--- src/rtl/max_pool_ctrl_if.sv ---
// Scheduler handshake, feature-map memory ports and pool-unit link of one max_pool_ctrl.
// Signal names keep the controller's point of view; the slave modport is the environment side.
interface max_pool_ctrl_if #(
  parameter int unsigned DATA_WIDTH = 32,
  parameter int unsigned ADDR_WIDTH = 16,
  parameter int unsigned DIM_WIDTH  = 10
);
  logic                      start_i;
  logic [DIM_WIDTH-1:0]      width_i;
  logic [DIM_WIDTH-1:0]      height_i;
  logic [ADDR_WIDTH-1:0]     src_base_i;
  logic [ADDR_WIDTH-1:0]     dst_base_i;
  logic                      busy_o;
  logic                      done_o;
  logic                      rd_en_o;
  logic [ADDR_WIDTH-1:0]     rd_addr_o;
  logic [DATA_WIDTH-1:0]     rd_data_i;
  logic [4*DATA_WIDTH-1:0]   window_o;
  logic [DATA_WIDTH-1:0]     pool_i;
  logic                      wr_en_o;
  logic [ADDR_WIDTH-1:0]     wr_addr_o;
  logic [DATA_WIDTH-1:0]     wr_data_o;
  logic                      wr_ready_i;

  modport master (
    input  start_i, width_i, height_i, src_base_i, dst_base_i, rd_data_i, pool_i, wr_ready_i,
    output busy_o, done_o, rd_en_o, rd_addr_o, window_o, wr_en_o, wr_addr_o, wr_data_o
  );

  modport slave (
    output start_i, width_i, height_i, src_base_i, dst_base_i, rd_data_i, pool_i, wr_ready_i,
    input  busy_o, done_o, rd_en_o, rd_addr_o, window_o, wr_en_o, wr_addr_o, wr_data_o
  );
endinterface

--- src/rtl/max_pool_ctrl.sv ---
// Walks a feature map in 2x2/stride-2 windows: four reads, one capture cycle, one pooled write.
// Window addresses come from row-base accumulators, so no multiplier is needed.
module max_pool_ctrl #(
  parameter int unsigned DATA_WIDTH = 32,
  parameter int unsigned ADDR_WIDTH = 16,
  parameter int unsigned DIM_WIDTH  = 10
) (
  input  logic            clk_i,
  input  logic            rst_ni,
  max_pool_ctrl_if.master bus
);
  typedef enum logic [2:0] {StIdle, StRead, StCapt, StWrite, StDone} state_e;

  state_e                     state_q, state_d;
  logic [1:0]                 k_q, k_d;
  logic [DIM_WIDTH-1:0]       ox_q, ox_d, oy_q, oy_d;
  logic [DIM_WIDTH-1:0]       ow_q, ow_d, oh_q, oh_d;
  logic [ADDR_WIDTH-1:0]      width_q, width_d;
  logic [ADDR_WIDTH-1:0]      row_q, row_d;  // address of window (0, oy)
  logic [ADDR_WIDTH-1:0]      win_q, win_d;  // address of window (ox, oy)
  logic [ADDR_WIDTH-1:0]      dst_q, dst_d;
  logic [3:0][DATA_WIDTH-1:0] window_q, window_d;
  logic                       last_col, last_win;

  assign bus.window_o = window_q;

  always_comb begin
    state_d  = state_q;
    k_d      = k_q;
    ox_d     = ox_q;
    oy_d     = oy_q;
    ow_d     = ow_q;
    oh_d     = oh_q;
    width_d  = width_q;
    row_d    = row_q;
    win_d    = win_q;
    dst_d    = dst_q;
    window_d = window_q;

    bus.busy_o    = 1'b0;
    bus.done_o    = 1'b0;
    bus.rd_en_o   = 1'b0;
    bus.rd_addr_o = '0;
    bus.wr_en_o   = 1'b0;
    bus.wr_addr_o = '0;
    bus.wr_data_o = '0;

    last_col = (ox_q == ow_q - 1'b1);
    last_win = last_col && (oy_q == oh_q - 1'b1);

    unique case (state_q)
      StIdle: begin
        if (bus.start_i) begin
          width_d = ADDR_WIDTH'(bus.width_i);
          ow_d    = bus.width_i >> 1;
          oh_d    = bus.height_i >> 1;
          row_d   = bus.src_base_i;
          win_d   = bus.src_base_i;
          dst_d   = bus.dst_base_i;
          ox_d    = '0;
          oy_d    = '0;
          k_d     = '0;
          if (bus.width_i < DIM_WIDTH'(2) || bus.height_i < DIM_WIDTH'(2)) begin
            state_d = StDone;
          end else begin
            state_d = StRead;
          end
        end
      end
      StRead: begin
        bus.busy_o  = 1'b1;
        bus.rd_en_o = 1'b1;
        unique case (k_q)
          2'd0:    bus.rd_addr_o = win_q;
          2'd1:    bus.rd_addr_o = win_q + 1'b1;
          2'd2:    bus.rd_addr_o = win_q + width_q;
          default: bus.rd_addr_o = win_q + width_q + 1'b1;
        endcase
        // Read data trails its strobe by one cycle, so slice k-1 lands during read k.
        if (k_q != 2'd0) window_d[k_q - 2'd1] = bus.rd_data_i;
        k_d = k_q + 2'd1;
        if (k_q == 2'd3) state_d = StCapt;
      end
      StCapt: begin
        bus.busy_o  = 1'b1;
        window_d[3] = bus.rd_data_i;
        state_d     = StWrite;
      end
      StWrite: begin
        bus.busy_o    = 1'b1;
        bus.wr_en_o   = 1'b1;
        bus.wr_addr_o = dst_q;
        bus.wr_data_o = bus.pool_i;
        if (bus.wr_ready_i) begin
          dst_d = dst_q + 1'b1;
          if (last_col) begin
            ox_d  = '0;
            oy_d  = oy_q + 1'b1;
            row_d = row_q + (width_q << 1);
            win_d = row_q + (width_q << 1);
          end else begin
            ox_d  = ox_q + 1'b1;
            win_d = win_q + ADDR_WIDTH'(2);
          end
          state_d = last_win ? StDone : StRead;
        end
      end
      StDone: begin
        bus.done_o = 1'b1;
        state_d    = StIdle;
      end
      default: state_d = StIdle;
    endcase
  end

  always_ff @(posedge clk_i or negedge rst_ni) begin
    if (!rst_ni) begin
      state_q  <= StIdle;
      k_q      <= '0;
      ox_q     <= '0;
      oy_q     <= '0;
      ow_q     <= '0;
      oh_q     <= '0;
      width_q  <= '0;
      row_q    <= '0;
      win_q    <= '0;
      dst_q    <= '0;
      window_q <= '0;
    end else begin
      state_q  <= state_d;
      k_q      <= k_d;
      ox_q     <= ox_d;
      oy_q     <= oy_d;
      ow_q     <= ow_d;
      oh_q     <= oh_d;
      width_q  <= width_d;
      row_q    <= row_d;
      win_q    <= win_d;
      dst_q    <= dst_d;
      window_q <= window_d;
    end
  end
endmodule

--- src/flat_wrapper.sv ---
// flat-port wrapper written by rule: the top's interface ports become plain ports
module max_pool_ctrl_flat 
#(
  parameter int unsigned DATA_WIDTH = 32,
  parameter int unsigned ADDR_WIDTH = 16,
  parameter int unsigned DIM_WIDTH  = 10
)
  (clk_i, rst_ni, bus_start_i, bus_width_i, bus_height_i, bus_src_base_i, bus_dst_base_i, bus_rd_data_i, bus_pool_i, bus_wr_ready_i, bus_busy_o, bus_done_o, bus_rd_en_o, bus_rd_addr_o, bus_window_o, bus_wr_en_o, bus_wr_addr_o, bus_wr_data_o);
  max_pool_ctrl_if #(.DATA_WIDTH(DATA_WIDTH), .ADDR_WIDTH(ADDR_WIDTH), .DIM_WIDTH(DIM_WIDTH)) bus_i ();
  input  logic clk_i;
  input  logic rst_ni;
  input wire logic [$bits(bus_i.start_i)-1:0] bus_start_i;
  input wire logic [$bits(bus_i.width_i)-1:0] bus_width_i;
  input wire logic [$bits(bus_i.height_i)-1:0] bus_height_i;
  input wire logic [$bits(bus_i.src_base_i)-1:0] bus_src_base_i;
  input wire logic [$bits(bus_i.dst_base_i)-1:0] bus_dst_base_i;
  input wire logic [$bits(bus_i.rd_data_i)-1:0] bus_rd_data_i;
  input wire logic [$bits(bus_i.pool_i)-1:0] bus_pool_i;
  input wire logic [$bits(bus_i.wr_ready_i)-1:0] bus_wr_ready_i;
  output wire logic [$bits(bus_i.busy_o)-1:0] bus_busy_o;
  output wire logic [$bits(bus_i.done_o)-1:0] bus_done_o;
  output wire logic [$bits(bus_i.rd_en_o)-1:0] bus_rd_en_o;
  output wire logic [$bits(bus_i.rd_addr_o)-1:0] bus_rd_addr_o;
  output wire logic [$bits(bus_i.window_o)-1:0] bus_window_o;
  output wire logic [$bits(bus_i.wr_en_o)-1:0] bus_wr_en_o;
  output wire logic [$bits(bus_i.wr_addr_o)-1:0] bus_wr_addr_o;
  output wire logic [$bits(bus_i.wr_data_o)-1:0] bus_wr_data_o;
  assign bus_i.start_i = bus_start_i;
  assign bus_i.width_i = bus_width_i;
  assign bus_i.height_i = bus_height_i;
  assign bus_i.src_base_i = bus_src_base_i;
  assign bus_i.dst_base_i = bus_dst_base_i;
  assign bus_i.rd_data_i = bus_rd_data_i;
  assign bus_i.pool_i = bus_pool_i;
  assign bus_i.wr_ready_i = bus_wr_ready_i;
  assign bus_busy_o = bus_i.busy_o;
  assign bus_done_o = bus_i.done_o;
  assign bus_rd_en_o = bus_i.rd_en_o;
  assign bus_rd_addr_o = bus_i.rd_addr_o;
  assign bus_window_o = bus_i.window_o;
  assign bus_wr_en_o = bus_i.wr_en_o;
  assign bus_wr_addr_o = bus_i.wr_addr_o;
  assign bus_wr_data_o = bus_i.wr_data_o;
  max_pool_ctrl #(.DATA_WIDTH(DATA_WIDTH), .ADDR_WIDTH(ADDR_WIDTH), .DIM_WIDTH(DIM_WIDTH)) u_core (.clk_i(clk_i), .rst_ni(rst_ni), .bus(bus_i));
endmodule
--- config.mk ---
export PLATFORM = sky130hd
export DESIGN_NAME = max_pool_ctrl_flat
export DESIGN_NICKNAME = d
export VERILOG_FILES = /design/src/rtl/max_pool_ctrl_if.sv /design/src/rtl/max_pool_ctrl.sv /design/src/flat_wrapper.sv
export SDC_FILE = /design/constraint.sdc
export NUM_CORES = 1
export LEC_CHECK = 0
export ABC_AREA = 1
export ABC_CLOCK_PERIOD_IN_PS = 7180
export CAP_MARGIN = 5
export CORE_MARGIN = 2
export CORE_UTILIZATION = 50
export CTS_CLUSTER_DIAMETER = 200
export DETAILED_ROUTE_END_ITERATION = 10
export DONT_BUFFER_PORTS = 1
export HOLD_SLACK_MARGIN = 0.05
export SYNTH_ARGS = -nofsm -noshare
export SYNTH_HDL_FRONTEND = slang
export SYNTH_SLANG_ARGS = --single-unit
--- constraint.sdc ---
create_clock -name clk_i -period 7.18 [get_ports clk_i]
set_input_delay 1.436 -clock clk_i [delete_from_list [all_inputs] [get_ports clk_i]]
set_output_delay 1.436 -clock clk_i [all_outputs]
set_load 0.1 [all_outputs]
[After elaboration in Yosys (flattened, before gate mapping)]
Cells that the tools add are included.
Cells by class
  eq/ne operators: 14
  shifts and indexed selects: 0
  reductions and logical operators: 17
  $add $sub $neg: 12
  bitwise gates (word level): 0
  multiplexer cells: 38
  multiply operators: 0
  divide/modulo/power cells: 0
  magnitude comparators: 4
Operators with widths (number)
  16-bit 2-to-1 mux: 9
  128-bit bitwise mux: 1
  128-bit 2-to-1 mux: 1
  16-bit one-hot mux with 2 select lines: 3
  32-bit demux with 2-bit select: 1
  32-bit 2-to-1 mux: 2
  32-bit one-hot mux with 2 select lines: 1
  10-bit 2-to-1 mux: 5
  16-bit by 1-bit adder with 16-bit output, second input constant: 3
  16-bit one-hot mux with 3 select lines: 1
  10-bit one-hot mux with 2 select lines: 2
  10-bit by 1-bit adder with 10-bit output, second input constant: 2
  10-bit equality test: 2
  10-bit by 2-bit less-than comparator with 1-bit output, second input constant: 2
  9-bit by 1-bit subtractor with 10-bit output, second input constant: 2
  16-bit by 10-bit adder with 16-bit output: 1
  16-bit by 11-bit adder with 16-bit output: 1
  16-bit by 2-bit adder with 16-bit output, second input constant: 1
  3-bit 2-to-1 mux: 5
  3-bit one-hot mux with 4 select lines: 1
  2-bit AND reduction: 4
  2-bit nonzero test: 4
  3-bit by 2-bit equality test with 1-bit output, second input constant: 2
  2-bit by 1-bit inequality test with 1-bit output, second input constant: 3
  19 further kinds: 26
Word-level totals
  memory bits (read-only): 0
  RAM bits: 0
  bits of input ports: 120
  memories kept: 0
  output and inout bits: 196
  latch bits: 0
  register bits: 229

[Depth between registers and ports, before layout]
  depth after elaboration: 8
  gate-level depth with buffers: 18
  gate-level depth less buffers: 18

[Worst setup path after synthesis]
No wires, ideal clock.
  kind: reg2out
  start point: register u_core.win_q[0]
  end point: output bus_rd_addr_o[6]
  stages on the path, launching flop included: 12
  path buffers: 0
  required time: 5744 ps
  slack: 1417 ps
  data arrival time: 4327 ps
  cell sequence: dfrtp_1 > ha_1 > inv_1 > fa_1 > o21ai_0 > ha_1 > inv_1 > nor2_1 > nand3_1 > nor2_1 > xnor2_1 > a221oi_1
Between the ends
  word-level cells in the longest chain between the ends: 4
  elaborated cells between the ends (all ways): 5
Ends and longest elaborated chain
  start, declared: line max_pool_ctrl.sv:20  | logic [ADDR_WIDTH-1:0] win_q, win_d;
  start signal, assigned: line max_pool_ctrl.sv:138  | win_q <= win_d;
  16-bit by 10-bit adder with 16-bit output: line max_pool_ctrl.sv:76, max_pool_ctrl.sv:77
  16-bit by 1-bit adder with 16-bit output: line max_pool_ctrl.sv:77  | default: bus.rd_addr_o = win_q + width_q + 1'b1;
  16-bit one-hot mux with 3 select lines *: line max_pool_ctrl.sv:73  | unique case (k_q)
  16-bit 2-to-1 mux *: line max_pool_ctrl.sv:51  | unique case (state_q)
  end, declared: line flat_wrapper.sv:23  | output wire logic [$bits(bus_i.rd_addr_o)-1:0] bus_rd_addr_o;
Mark *: on every way between the ends. The rest lies on a longest branch, timed or not.

[Worst setup path in the final report]
  start point: register u_core.k_q[1]
  end point: output bus_rd_addr_o[10]
Between the ends
  word-level cells in the longest chain between the ends: 3
  elaborated cells between the ends (all ways): 5
Ends and longest elaborated chain
  start, declared: line max_pool_ctrl.sv:15  | logic [1:0] k_q, k_d;
  start signal, assigned: line max_pool_ctrl.sv:131  | k_q <= k_d;
  2-bit equality test (tied with other cells): line max_pool_ctrl.sv:73
  16-bit one-hot mux with 3 select lines *: line max_pool_ctrl.sv:73
  16-bit 2-to-1 mux *: line max_pool_ctrl.sv:51
Marks and branches as above.

==> summary.md <==
| Metric | Value |
|---|---|
| Status | complete, no violations |
| N_diodes | 0 |
| 1st-pass router iterations | 6 |
| CP Launch Type | register |
| CP max FO | 20 |
| Syn nets | 1829 |
| Cell family with most CP delay | simple AND/OR/NAND/NOR gates |
| Congestion Overflow GR | 0 |
| Post-CTS sizing | 0 |
| Largest net degree at the start of global routing | 221 |
| CTS tree | done |
| Die area | 26660 sq um |
| Num ports | 316 |
| First DRT Iteration DRCs | 665 |
| Max cap viols | 0 |
| Slowest-stage cell, CP | nor2_2 |
| Tightest Pin Transition | 1130 ps |
| Delay of the slowest critical-path stage | 810 ps |
| RSZ-0062 raised after global routing | false |
| Synth Cell Area | 12680 sq um |
| Arrival time worst endpoint | 4440 ps |
| CP Data Required Time | 5740 ps |
| Post-synth cell types | 53 |
| Predominant post-synthesis flop cell | dfrtp_1 |
| Die Y | 163.3 um |
| Clk Latency, worst-skew pair | 540 ps |
| Maximum level of the CTS H-tree | 1 |
| Final ANT Viol Nets | 0 |
| Mapped Cells | 1673 |
| Fmax | 170.3 MHz |
| Fin. max-slew vios | 0 |
| DRC | 0 |
| Final setup vio count | 0 |
| Root Driver | clkbuf_16 |
| Final Cycle Share | 0.8179 |
| Crit-path most repeated cell | nor2_1 |
| WP buf/inv | 2 |
| R2R Setup Slk | 3250 ps |
| Rows | 58 |
| Initial antenna violation count | 2 |
| First-pass GRT wire length | 53680 um |
| DR WL/cell | 16.65 um |
| Post-synth EDFFs | 0 |
| Clock skew | 24.31 ps |
| Core area | 25040 sq um |
| Worst min-delay path category | reg2reg |
| Num CTS Buffers | 25 |
| Filler Cell Count | 2410 |
| Sequential fraction of the synthesis area | 0.4340 |
| Post-DP HPWL | 23750 um |
| CP Class | reg2out |
| Nets | 1800 |
| Vias per cell | 5.340 |
| Yosys reg bits | 220 |
| Slew headroom | 0.2462 |
| Final Hold Fails | 0 |
| Initial Util | 0.5066 |
| # clock sinks | 220 |
| GRT Total Usage | 0.2500 |
| Die width | 163.3 um |
| Worst setup EP type | output port |
| TNS Setup | 0 ps |
| Clock Tree Buf Depth | 3 |
| Vias in the first global route | 10400 |
| Routed via count | 10640 |
| Layout cell share with drive strength beyond 1 | 0.09862 |
| Post-layout minimum cycle time | 5873 ps |
| Wire length after detailed routing | 33180 um |
| Critical Path, Cell by Cell | inv_1, ha_1, clkinv_1, or2_2, o21ai_1, nor2_1, nand3_1, nor2_1, nand4_1, nor2_2, nor2_1, a21oi_1, nor2_2 |
| GPL Wtd Cong | 0.8522 |
| Cts hold-fix bufs | 0 |
| Port bufs | 0 |
| Synth warnings | 0 |
| Ys async rst share | 1.000 |
| Post-CTS setup buffer count | 0 |
| Layout overhead on the synthesized area | 10.51% |
| Register area | 5505 sq um |
| Area of the multi-input gates | 6295 sq um |
| Syn_area_per_cell | 7.582 sq um |
| Clock-pin transition on the worst setup and hold timing paths | 60 ps |
[worst paths after layout]
check / startpoint / to / cells past startpoint
worst max-delay path: u_core.k_q[1] / bus_rd_addr_o[10] / 13
worst min-delay path: u_core.dst_q[10] / u_core.dst_q[10] / 1
worst max register to register: u_core.state_q[2] / u_core.oy_q[2] / 15
worst min register to register: u_core.dst_q[10] / u_core.dst_q[10] / 1
max in group asynchronous: rst_ni / u_core.bus.window_o[5] / 0
min in group asynchronous: rst_ni / u_core.dst_q[7] / 0
[worst register-to-register path, delay by kind of cell, from the launching register on]
| family | cells | cell delay, ps |
|---|---|---|
| AO/OA/AOI/OAI | 2 | 890 |
| buffers and inverters | 5 | 1670 |
| flip-flops | 1 | 450 |
| AND/OR/NAND/NOR | 8 | 850 |
[Yosys cell counts (18+ instances only)]
cell type,count,share of area
nand2_1,405,0.12
clkbuf_1,49,0.015
inv_1,210,0.062
ha_1,34,0.034
dfrtp_1,220,0.43
nand4_1,18,0.0089
nor3_1,20,0.0079
xor2_1,47,0.032
nand3_1,97,0.038
a21oi_1,77,0.030
nor2_1,144,0.043
xnor2_1,18,0.012
o21ai_0,201,0.079
[per-layer routing]
layer	vias to the layer above	share of wire	track usage
li1	5354	-	-
met1	4954	0.43	0.3299
met2	298	0.47	0.4089
met3	33	0.090	0.07720
met4	4	0.013	0.04787
met5	-	0.00069	0
[cell families after synthesis]
kind of cell | count (synthesis) | share of synthesized area
simple gates | 713 | 0.2347
compound gates | 346 | 0.1541
buf+inv | 287 | 0.09035
flops | 220 | 0.4340
xor+xnor | 65 | 0.04488
fa+ha+maj | 36 | 0.03669
mux | 6 | 0.005326
[stage by stage]
step / hold WS (ps) / cell area, sq um / util / cells / setup slack [ps]
6_report: 492.3 / 14020 / 0.5599 / 1993 / 1307
5_1_grt: 525.4 / 14020 / 0.5599 / 1993 / 802.1
4_1_cts: 494.0 / 14020 / 0.5599 / 1993 / 1293
3_5_place_dp: 477.8 / 13140 / 0.5249 / 1947 / 1854
3_3_place_gp: 467.9 / 13140 / 0.5249 / 1947 / 1867
2_1_floorplan: 453.8 / 12680 / - / 1673 / 1417
[sequential cells by signal (all words and copies together), names as in the netlist]
signal / cells
u_core.state_q: 3
u_core.dst_q: 16
u_core.k_q: 2
u_core.oy_q: 10
u_core.oh_q: 9
u_core.ox_q: 10
u_core.ow_q: 9
u_core.row_q: 16
u_core.width_q: 1
u_core.bus.window_o: 128
u_core.win_q: 16
[area by class of cell]
class / instances / share of cell area
Sequential cell: 220 / 0.3928
Clock buffer: 34 / 0.04918
Tap cell: 330 / 0.02946
Multi-Input combinational cell: 1166 / 0.4491
Timing Repair Buffer: 16 / 0.008569
Inverter: 215 / 0.05775
Clock inverter: 12 / 0.01321
[placed cells by master (no fill, tap or decap), types with 6 or more instances in the layout]
master	Yosys	layout
buf_4	5	16
dfrtp_1	220	220
a21oi_1	77	70
nor2_1	144	89
inv_1	210	210
nand2_1	405	405
nand4_1	18	18
xor2_1	47	47
clkbuf_1	49	6
nor3_1	20	20
nand3_1	97	93
o31ai_1	9	9
xnor2_1	18	18
clkbuf_16	0	25
a31oi_1	7	7
o21ai_0	201	201
ha_1	34	34
nor2_2	4	58
mux2_2	6	6
a21oi_2	0	7
a22oi_1	9	9
Power is left out: the tool's default activity adds up to more than one toggle a clock period on the data nets, which glitch-free logic cannot reach.
